--- config.mk ---
export PLATFORM = sky130hd
export DESIGN_NAME = reset_sequencer
export DESIGN_NICKNAME = d
export VERILOG_FILES = /design/src/rtl/reset_sequencer.sv
export SDC_FILE = /design/constraint.sdc
export NUM_CORES = 1
export LEC_CHECK = 0
export CAP_MARGIN = 20
export CORE_MARGIN = 3
export CORE_UTILIZATION = 40
export DETAILED_ROUTE_END_ITERATION = 8
export SLEW_MARGIN = 20
export SYNTH_ARGS = -nofsm -noshare
export SYNTH_HDL_FRONTEND = slang
export SYNTH_SLANG_ARGS = --single-unit
--- constraint.sdc ---
create_clock -name clk -period 4.5 [get_ports clk]
set_clock_uncertainty 0.1 [all_clocks]
set_input_delay 1.35 -clock clk [delete_from_list [all_inputs] [get_ports clk]]
set_output_delay 1.35 -clock clk [all_outputs]
set_load 0.1 [all_outputs]
--- src/rtl/reset_sequencer.sv ---
// -----------------------------------------------------------------------------
// reset_sequencer
//
// Issues a set of active-high stage resets and releases them one at a time,
// stage 0 first. All stages are held for HOLD_CYCLES after reset or after a
// software request. The remaining stages then drop every STAGE_GAP cycles.
// A software request forces every stage back into reset and reruns the
// sequence.
//
// Ports
//   clk        : system clock, rising edge
//   rst_n      : asynchronous active-low reset (already release-synchronized)
//   sw_rst_req : level software reset request, synchronous to clk
//   rst_out    : registered active-high stage resets [N_STAGES-1:0]
//   seq_done   : high once every stage is released
//   busy       : inverse of seq_done
//
// States
//   state      | meaning
//   -----------+-------------------------------------------------------
//   ST_ASSERT  | all stages in reset, hold counter running
//   ST_RELEASE | stages dropping one by one, idx_q = next stage to drop
//   ST_DONE    | all stages released, seq_done high
// -----------------------------------------------------------------------------
module reset_sequencer #(
    parameter int N_STAGES    = 3,
    parameter int HOLD_CYCLES = 16,
    parameter int STAGE_GAP   = 4
) (
    input  logic                clk,
    input  logic                rst_n,
    input  logic                sw_rst_req,
    output logic [N_STAGES-1:0] rst_out,
    output logic                seq_done,
    output logic                busy
);

    localparam int CNT_MAX = (HOLD_CYCLES > STAGE_GAP) ? HOLD_CYCLES : STAGE_GAP;
    localparam int CNT_W   = $clog2(CNT_MAX + 1);
    localparam int IDX_W   = $clog2(N_STAGES + 1);

    localparam logic [CNT_W-1:0] HOLD_TC = CNT_W'(HOLD_CYCLES - 1);
    localparam logic [CNT_W-1:0] GAP_TC  = CNT_W'(STAGE_GAP - 1);
    localparam logic [IDX_W-1:0] IDX_MAX = IDX_W'(N_STAGES - 1);

    typedef enum logic [1:0] {
        ST_ASSERT  = 2'd0,
        ST_RELEASE = 2'd1,
        ST_DONE    = 2'd2
    } state_t;

    state_t              state_q, state_d;
    logic [CNT_W-1:0]    cnt_q, cnt_d;
    logic [IDX_W-1:0]    idx_q, idx_d;
    logic [N_STAGES-1:0] rst_out_q, rst_out_d;
    logic                seq_done_q, seq_done_d;

    always_ff @(posedge clk or negedge rst_n) begin
        if (!rst_n) begin
            state_q    <= ST_ASSERT;
            cnt_q      <= '0;
            idx_q      <= IDX_W'(1);
            rst_out_q  <= '1;
            seq_done_q <= 1'b0;
        end else begin
            state_q    <= state_d;
            cnt_q      <= cnt_d;
            idx_q      <= idx_d;
            rst_out_q  <= rst_out_d;
            seq_done_q <= seq_done_d;
        end
    end

    always_comb begin
        state_d    = state_q;
        cnt_d      = cnt_q;
        idx_d      = idx_q;
        rst_out_d  = rst_out_q;
        seq_done_d = seq_done_q;

        if (sw_rst_req) begin
            // Reload every cycle while the request is held; the hold count
            // only starts on the first cycle the request is low.
            state_d    = ST_ASSERT;
            cnt_d      = '0;
            idx_d      = IDX_W'(1);
            rst_out_d  = '1;
            seq_done_d = 1'b0;
        end else begin
            case (state_q)
                ST_ASSERT: begin
                    if (cnt_q == HOLD_TC) begin
                        rst_out_d[0] = 1'b0;
                        cnt_d        = '0;
                        if (N_STAGES == 1) begin
                            state_d    = ST_DONE;
                            seq_done_d = 1'b1;
                        end else begin
                            state_d = ST_RELEASE;
                            idx_d   = IDX_W'(1);
                        end
                    end else begin
                        cnt_d = cnt_q + CNT_W'(1);
                    end
                end

                ST_RELEASE: begin
                    if (cnt_q == GAP_TC) begin
                        // Loop form keeps the index within range for any
                        // N_STAGES, including configurations where this
                        // state is unreachable.
                        for (int i = 0; i < N_STAGES; i++) begin
                            if (idx_q == IDX_W'(i)) begin
                                rst_out_d[i] = 1'b0;
                            end
                        end
                        cnt_d = '0;
                        if (idx_q == IDX_MAX) begin
                            state_d    = ST_DONE;
                            seq_done_d = 1'b1;
                        end else begin
                            idx_d = idx_q + IDX_W'(1);
                        end
                    end else begin
                        cnt_d = cnt_q + CNT_W'(1);
                    end
                end

                ST_DONE: begin
                    state_d = ST_DONE;
                end

                default: begin
                    state_d    = ST_ASSERT;
                    cnt_d      = '0;
                    idx_d      = IDX_W'(1);
                    rst_out_d  = '1;
                    seq_done_d = 1'b0;
                end
            endcase
        end
    end

    assign rst_out  = rst_out_q;
    assign seq_done = seq_done_q;
    assign busy     = ~seq_done_q;

endmodule

==> Word-level counts from Yosys, hierarchy flattened <==
Cells that the tools add are included.
{ "classes": {"add_sub_neg": 2, "mul": 0, "n_div": 0, "magnitude_cmp": 0, "n_eq_ne": 14, "shifts": 0, "mux": 25, "n_bitwise": 1, "reduce_logical": 8} }
{ "op_table": {"columns": ["operator", "n"], "rows": [
  ["$ne 3x3->1 const B", 6],
  ["$mux 5", 3],
  ["$pmux 5 s3", 1],
  ["$mux 2", 7],
  ["$pmux 2 s3", 2],
  ["$reduce_and 3->1", 3],
  ["$reduce_and 4->1", 2],
  ["$mux 1", 7],
  ["$mux 3", 2],
  ["$add 5x1->5 const B", 1],
  ["$eq 5x2->1 const B", 1],
  ["$eq 5x4->1 const B", 1],
  ["$eq 2x1->1 const B", 2],
  ["$eq 2x2->1 const B", 2],
  ["$logic_not 2->1", 2],
  ["$pmux 2 s2", 1],
  ["$pmux 1 s3", 1],
  ["$add 2x1->2 const B", 1],
  ["$ne 2x1->1 const B", 1],
  ["$ne 2x2->1 const B", 1],
  ["$pmux 1 s2", 1],
  ["$reduce_or 2->1", 1],
  ["$not 1->1", 1]
]} }
{ "totals": {"regBits": 13, "latchBits": 0, "mem_bits_rw": 0, "romBits": 0, "in_bits": 3, "out_inout_bits": 5, "word_cells": 57, "memories": 0} }

==> Longest topological paths before layout <==
Gate-level depths: netlist of the first run.
{ "depth": {"ltp_word": 5, "depth_mapped": 8, "ltp_nobuf": 8} }

==> Worst setup path after synthesis of the first run <==
Ideal clock, no wire load.
{ "synth_path": {"path_kind": "register -> output", "startpoint": "reg seq_done_q (netlist: seq_done)", "endpoint": "out busy", "arrival_ps": 1570, "required_time_ps": 3050, "slack_ps": 1480, "stages_incl_launch_ff": 2, "path_buffers": 0, "path_cell_list": "dfrtp_1 > inv_1"} }
{ "synth_via": {"elab_chain_cells": 1} }
{ "synth_rtl": {"columns": ["item", "line_no", "source"], "rows": [
  ["from (decl)", "56", "logic seq_done_q, seq_done_d;"],
  ["from (signal assigned)", "70", "seq_done_q <= seq_done_d;"],
  ["$not 1->1", "146", "assign busy = ~seq_done_q;"],
  ["to (decl)", "35", "output logic busy"]
]} }
No other way between the ends.

==> Worst setup path after layout of the first run <==
{ "layout_path": {"startpoint": "reg rst_out_q[0] (netlist: rst_out[0])", "endpoint": "out rst_out[0]"} }
{ "layout_rtl": {"columns": ["item", "line_no", "source"], "rows": [
  ["from (decl)", "55", "logic [N_STAGES-1:0] rst_out_q, rst_out_d;"],
  ["from (signal assigned)", "69", "rst_out_q <= rst_out_d;"],
  ["to (decl)", "33", "output logic [N_STAGES-1:0] rst_out,"]
]} }
No word-level cell between the ends.

==> summary.md, run 1 <==
| Metric | Value |
|---|---|
| Result of the run | complete, no violations |
| Total count of max-transition violations in the final report | 0 |
| Leakage power figure | 0.000409 uW |
| Required arrival time at the worst endpoint | 3.05 ns |
| ANT nets after route | 0 |
| Fraction of the yosys area taken by sequential cells | 41.5% |
| Critical Path, Cell by Cell | clkdlybuf4s50_1 |
| Crit Path Class | flop to primary output |
| Reg2reg path depth | 8 |
| # Post-CTS Setup Buffers | 0 |
| Number of enable-type register cells in the synthesized netlist | 0 |
| Unrepaired setup endpoints after global routing | false |
| Count of mapped cells out of synthesis | 82 |
| Pin count of the biggest net entering global routing | 15 |
| Maximum fanout count along the critical path | 2 |
| Vias in the first global route | 584 |
| Maximum root-to-sink buffer count | 2 |
| TritonCTS clock tree | built |
| Worst Tran Pin Value | 0.964 ns |
| Register clock-pin slew on the reported worst setup and hold paths | 0.08 ns |
| Cell type of the slowest stage on the worst timing path | clkdlybuf4s50_1 |
| Number of buffers created by CTS | 3 |
| Top library cells by usage in the layout, fill and taps aside | 9 x inv_1, 9 x ha_1, 9 x dfrtp_1 |
| Clock period minus final worst setup slack | 3.38 ns |
| Via count | 596 |
| TritonRoute pass-1 iters | 4 |
| Most frequently used flop master after synthesis | dfrtp_1 |
| X dimension of the die | 50.6 microns |
| Worst vdd ir | 160 uV |
| Wire length per cell | 13.3 microns |
| Slack of the worst reg-to-reg path | 2.29 ns |
| Largest delay contributor family on the critical path | buffers and inverters |
| Number of top-level design ports | 8 |
| Max Clk Rate | 296 MHz |
| Row cnt | 15 |
| Reg-to-reg startpoint | cnt_q[0] |
| Hold-fix buffers at CTS | 0 |
| Critical hold path startpoint | rst_out[0] |
| Post-placement cell area | 885 sq um |
| Layout Area Growth over Synthesis | 14.5% |
| Number of hold-slack violations in the final timing report | 0 |
| Post-synthesis area per instance | 9.70 sq um |
| Fraction of layout instances using a drive strength above 1 | 8.89% |
| Global-route usage over all layers | 14.2% |
| Tightest slew margin relative to the limit | 35.5% |
| Endpoint kind of the worst setup timing path | primary output |
| Final setup TNS | 0 ns |
| Startpoint type of the worst setup path | flop |
| Hold Crit Endpoint | rst_out[0] |
| Number of DRC violations after detailed routing | 0 |
| Post-DP HPWL | 1110 microns |
| Floorplan die area | 0.00256 sq mm |
| Core Region | 0.00180 sq mm |
| # port buffers | 7 |
| Final global-route overflow total | 0 |
| Final weighted congestion of routability-driven global placement | 0.702 |
| Worst skew pair latency | 0.28 ns |
| Synth Cell Area | 796 sq um |
| Chip Height | 50.6 microns |
| Final net count | 103 |
| Count of clock tree sinks | 13 |
| Max-Cap Viols | 0 |
| Initial core utilization | 44.2% |
| Worst Setup Slack post-DPL | 1.41 ns |
| Antenna diode instance count | 0 |
| Total power | 209 uW |
| Unique cell type count in the Yosys netlist | 33 |
| Number of register bits inferred by synthesis | 13 |
| Buffer and inverter count on the worst path | 1 |
| Count of synthesis-stage warnings from yosys | 0 |
| Detail-routed via count per cell | 5.18 |
| First-pass GRT wire length | 2700 microns |
| Number of gates given a new drive strength after cts | 0 |
| Share of the clock period used by the worst path | 75.2% |
| Final-report setup violation count | 0 |
| Clock H-tree levels | 1 |
| CP max stage delay | 1.12 ns |
| Pwr/cell area | 229 mW/mm^2 |
| Antenna violations before repair | 0 |
| Final wirelength | 1520 microns |
| Async set or reset register ratio after synthesis | 100% |
| Data arrival time of the worst path | 1.93 ns |
| FF-to-FF End | cnt_q[3] |
| Clock root buffer | clkbuf_4 |
| Classification of the worst-slack hold path | flop to flop |
| PnR worst setup slack | 1.12 ns |
| Net count after synthesis | 94 |
| DRT iter0 DRCs | 7 |
| Finished Cell Area | 911 sq um |
| Cell count of the worst hold path | 2 |
==> final cells by class <==
cell class              instances  area, sq um
repair buffers                  7         70.1
well taps                      25         31.3
inverters                       9         33.8
clock buffers                   4         26.3
multi-input cells              57          419
fillers                       188          891
flip-flops and latches         13          330
==> worst min-delay path, cell delays in order, from the launching register on <==
cell	delay (ns)
dfstp_2	0.37
inv_1	0.04
o21bai_1	0.07
==> metrics by stage <==
step	utilization (%)	std cells	hold WS, ns
final	50.6	115	0.384
after global routing	50.6	115	0.410
after CTS	50.6	115	0.388
after detailed placement	49.1	111	0.375
after global placement	49.1	111	0.369
after floorplan	-	82	0.371
==> report_power, final <==
part / switching (uW) / internal, uW / total, uW
sequential: 2.30 / 119 / 121
clock: 38.1 / 34.4 / 72.5
combinational: 8.94 / 6.06 / 15.0
total: 49.4 / 160 / 209
==> worst max-delay path by stage <==
stage / startpoint / end / slack [ns] / cells after the start
2_1_floorplan: seq_done / busy / 1.48 / 1
3_3_place_gp: sw_rst_req / state_q[0] / 1.41 / 5
3_5_place_dp: rst_out[0] / rst_out[0] / 1.41 / 1
4_1_cts: rst_out[0] / rst_out[0] / 1.10 / 1
5_1_grt: rst_out[2] / rst_out[2] / 1.07 / 1
6_report: rst_out[0] / rst_out[0] / 1.12 / 1
==> Yosys cell counts, types with 3 or more instances <==
library cell / count / area share [%]
a21oi_1: 6 / 3.8
dfrtp_1: 9 / 28
nor2b_1: 3 / 2.4
nor2_1: 3 / 1.4
dfstp_2: 4 / 13
ha_1: 9 / 14
nor3_1: 3 / 1.9
nand2_1: 6 / 2.8
inv_1: 9 / 4.2
==> layer usage <==
layer  track usage (%)  wire (microns)  vias up
met5                 0               0        -
met4              4.04              14        0
met3              5.34              65        2
li1                  -               -      306
met1              18.0             719      282
met2              22.4             723        6
==> state kept, by name (all words and copies together), names as in the netlist <==
register / flops
cnt_q: 5
rst_out: 3
idx_q: 2
state_q: 2
seq_done: 1
==> kinds of logic (layout without fill, tap and decap cells) <==
group	Yosys count	after routing	share of synthesized area [%]
AND/OR/NAND/NOR	27	27	19.3
flip-flops	13	13	41.5
buffers and inverters	12	20	5.82
multiplexers	2	2	2.52
AO/OA/AOI/OAI	18	18	15.6
adder cells (fa/ha/maj)	9	9	14.2
XOR/XNOR	1	1	1.10
No activity file was read; power rests on OpenSTA's default activity.
==> inputs of run 2 (changes only) <==
==> constraint.sdc (replaced) <==
create_clock -name clk -period 3.42 [get_ports clk]
set_clock_uncertainty 0.1 [all_clocks]
set_input_delay 1.026 -clock clk [delete_from_list [all_inputs] [get_ports clk]]
set_output_delay 1.026 -clock clk [all_outputs]
set_load 0.1 [all_outputs]
==> summary.md, run 2 (synthesis results as in run 1) <==
| Metric | Value |
|---|---|
| ANT nets after route | 0 |
| Top library cells by usage in the layout, fill and taps aside | 9 x inv_1, 9 x ha_1, 9 x dfrtp_1 |
| CP max stage delay | 0.64 ns |
| Leakage power figure | 0.000410 uW |
| Buffer and inverter count on the worst path | 2 |
| Global-route usage over all layers | 13.4% |
| Detail-routed via count per cell | 5.35 |
| Row cnt | 15 |
| X dimension of the die | 50.6 microns |
| Part of the power in the clock network | 33.7% |
| Chip Height | 50.6 microns |
| # Post-CTS Setup Buffers | 0 |
| First-pass GRT wire length | 2550 microns |
| PnR worst setup slack | 0.958 ns |
| Maximum fanout count along the critical path | 8 |
| Fraction of layout instances using a drive strength above 1 | 14.4% |
| Critical Path, Cell by Cell | clkdlybuf4s50_1 > inv_1 > and3_4 > or4_1 > nand3_1 |
| Number of gates given a new drive strength after cts | 0 |
| Share of the clock period used by the worst path | 72.0% |
| Final weighted congestion of routability-driven global placement | 0.739 |
| Wire length per cell | 12.8 microns |
| Worst Setup Slack post-DPL | 0.696 ns |
| Crit Path Class | primary input to flop |
| Reg-to-reg startpoint | cnt_q[0] |
| Final worst hold slack | 0.381 ns |
| Net switching component of the power | 61.1 uW |
| Vias in the first global route | 590 |
| Number of DRC violations after detailed routing | 0 |
| Clock root buffer | clkbuf_4 |
| Tightest slew margin relative to the limit | 59.1% |
| Switching fraction of total power | 22.5% |
| Pwr/cell area | 302 mW/mm^2 |
| Final setup TNS | 0 ns |
| Number of flip-flops under the largest register name | 5 |
| Total count of max-transition violations in the final report | 0 |
| Initial core utilization | 44.2% |
| Max-Cap Viols | 0 |
| Post-DP HPWL | 1110 microns |
| Data arrival time of the worst path | 2.57 ns |
| Core Region | 0.00180 sq mm |
| Antenna diode instance count | 0 |
| TritonCTS clock tree | built |
| Share of power burned in registers | 58.9% |
| Count of clock tree sinks | 13 |
| Endpoint kind of the worst setup timing path | flop |
| Crit. Startpoint | sw_rst_req |
| Number of hold-slack violations in the final timing report | 0 |
| Classification of the worst-slack hold path | flop to flop |
| DRT iter0 DRCs | 9 |
| Clock H-tree levels | 1 |
| Final net count | 103 |
| Startpoint type of the worst setup path | primary input |
| # port buffers | 7 |
| Critical hold path startpoint | rst_out[0] |
| Result of the run | complete, no violations |
| Number of buffers created by CTS | 3 |
| Final wirelength | 1470 microns |
| Pin count of the biggest net entering global routing | 15 |
| Hold-fix buffers at CTS | 0 |
| Register clock-pin slew on the reported worst setup and hold paths | 0.07 ns |
| Via count | 615 |
| Layout Area Growth over Synthesis | 12.9% |
| Worst vdd ir | 257 uV |
| TritonRoute pass-1 iters | 2 |
| Clock period minus final worst setup slack | 2.46 ns |
| Largest Register | cnt_q |
| Fillers | 181 |
| Number of top-level design ports | 8 |
| Antenna violations before repair | 0 |
| Floorplan die area | 0.00256 sq mm |
| Cell type of the slowest stage on the worst timing path | clkdlybuf4s50_1 |
| Required arrival time at the worst endpoint | 3.53 ns |
| Largest delay contributor family on the critical path | buffers and inverters |
| Max Clk Rate | 406 MHz |
| Worst skew pair latency | 0.27 ns |
| Share of total power in combinational logic | 7.4% |
| Unrepaired setup endpoints after global routing | false |
| Maximum root-to-sink buffer count | 2 |
| Total internal power | 210 uW |
| Final-report setup violation count | 0 |
| Final global-route overflow total | 0 |
| Worst Tran Pin Value | 0.611 ns |
==> run 2: cell types whose count changed in the layout (fill, tap and decap cells not counted) <==
cell             change
clkdlybuf4s50_1      -5
buf_4                +5
==> run 2: layout make-up <==
cell class                 count  area (sq um)  area share (%)
multi-input combinational     57           419            46.7
sequential                    13           330            36.8
clock buffer                   4          26.3            2.92
timing repair buffer           7          57.6            6.41
inverter                       9          33.8            3.76
tap                           25          31.3            3.48
==> run 2: metrics by stage <==
stage	power, uW	std cells	cell area (sq um)	utilization (%)
after detailed placement	183	111	872	48.4
after global placement	183	111	872	48.4
after CTS	276	115	898	49.9
final	271	115	898	49.9
after global routing	286	115	898	49.9
after floorplan	174	82	796	-
==> run 2: path summary, 6_finish.rpt <==
kind | to | slack [ns] | cells past startpoint
setup / recovery | state_q[0] | 0.96 | 5
hold / removal | rst_out[0] | 0.38 | 2
setup reg to reg | idx_q[1] | 1.25 | 8
hold reg to reg | rst_out[0] | 0.38 | 2
max in group asynchronous | cnt_q[0] | 1.79 | 1
min in group asynchronous | state_q[1] | 1.04 | 1
==> run 2: worst reg2reg max path, delay by kind of cell, from the launching register on <==
kind / cells / cell delay, ns
buffers and inverters: 1 / 0.05
and+or+nand+nor: 4 / 0.92
DFF: 1 / 0.42
adders and majority gates: 2 / 0.43
AOI/OAI and AO/OA: 1 / 0.19
==> run 2: layer usage <==
metal / up-vias / GRT usage [%] / wire (microns)
met1: 299 / 16.5 / 710
met4: 0 / 2.69 / 0
met3: 0 / 5.64 / 49
li1: 310 / - / -
met2: 6 / 22.0 / 710
met5: - / 0 / 0
==> run 2: power groups by stage <==
stage | clock (uW) | combinational [uW] | sequential, uW
6_report | 91.3 | 20.0 | 160
2_1_floorplan | 0 | 11.7 | 162
4_1_cts | 95.6 | 20.2 | 160
5_1_grt | 103 | 22.2 | 160
3_5_place_dp | 0 | 20.0 | 163
3_3_place_gp | 0 | 20.1 | 162
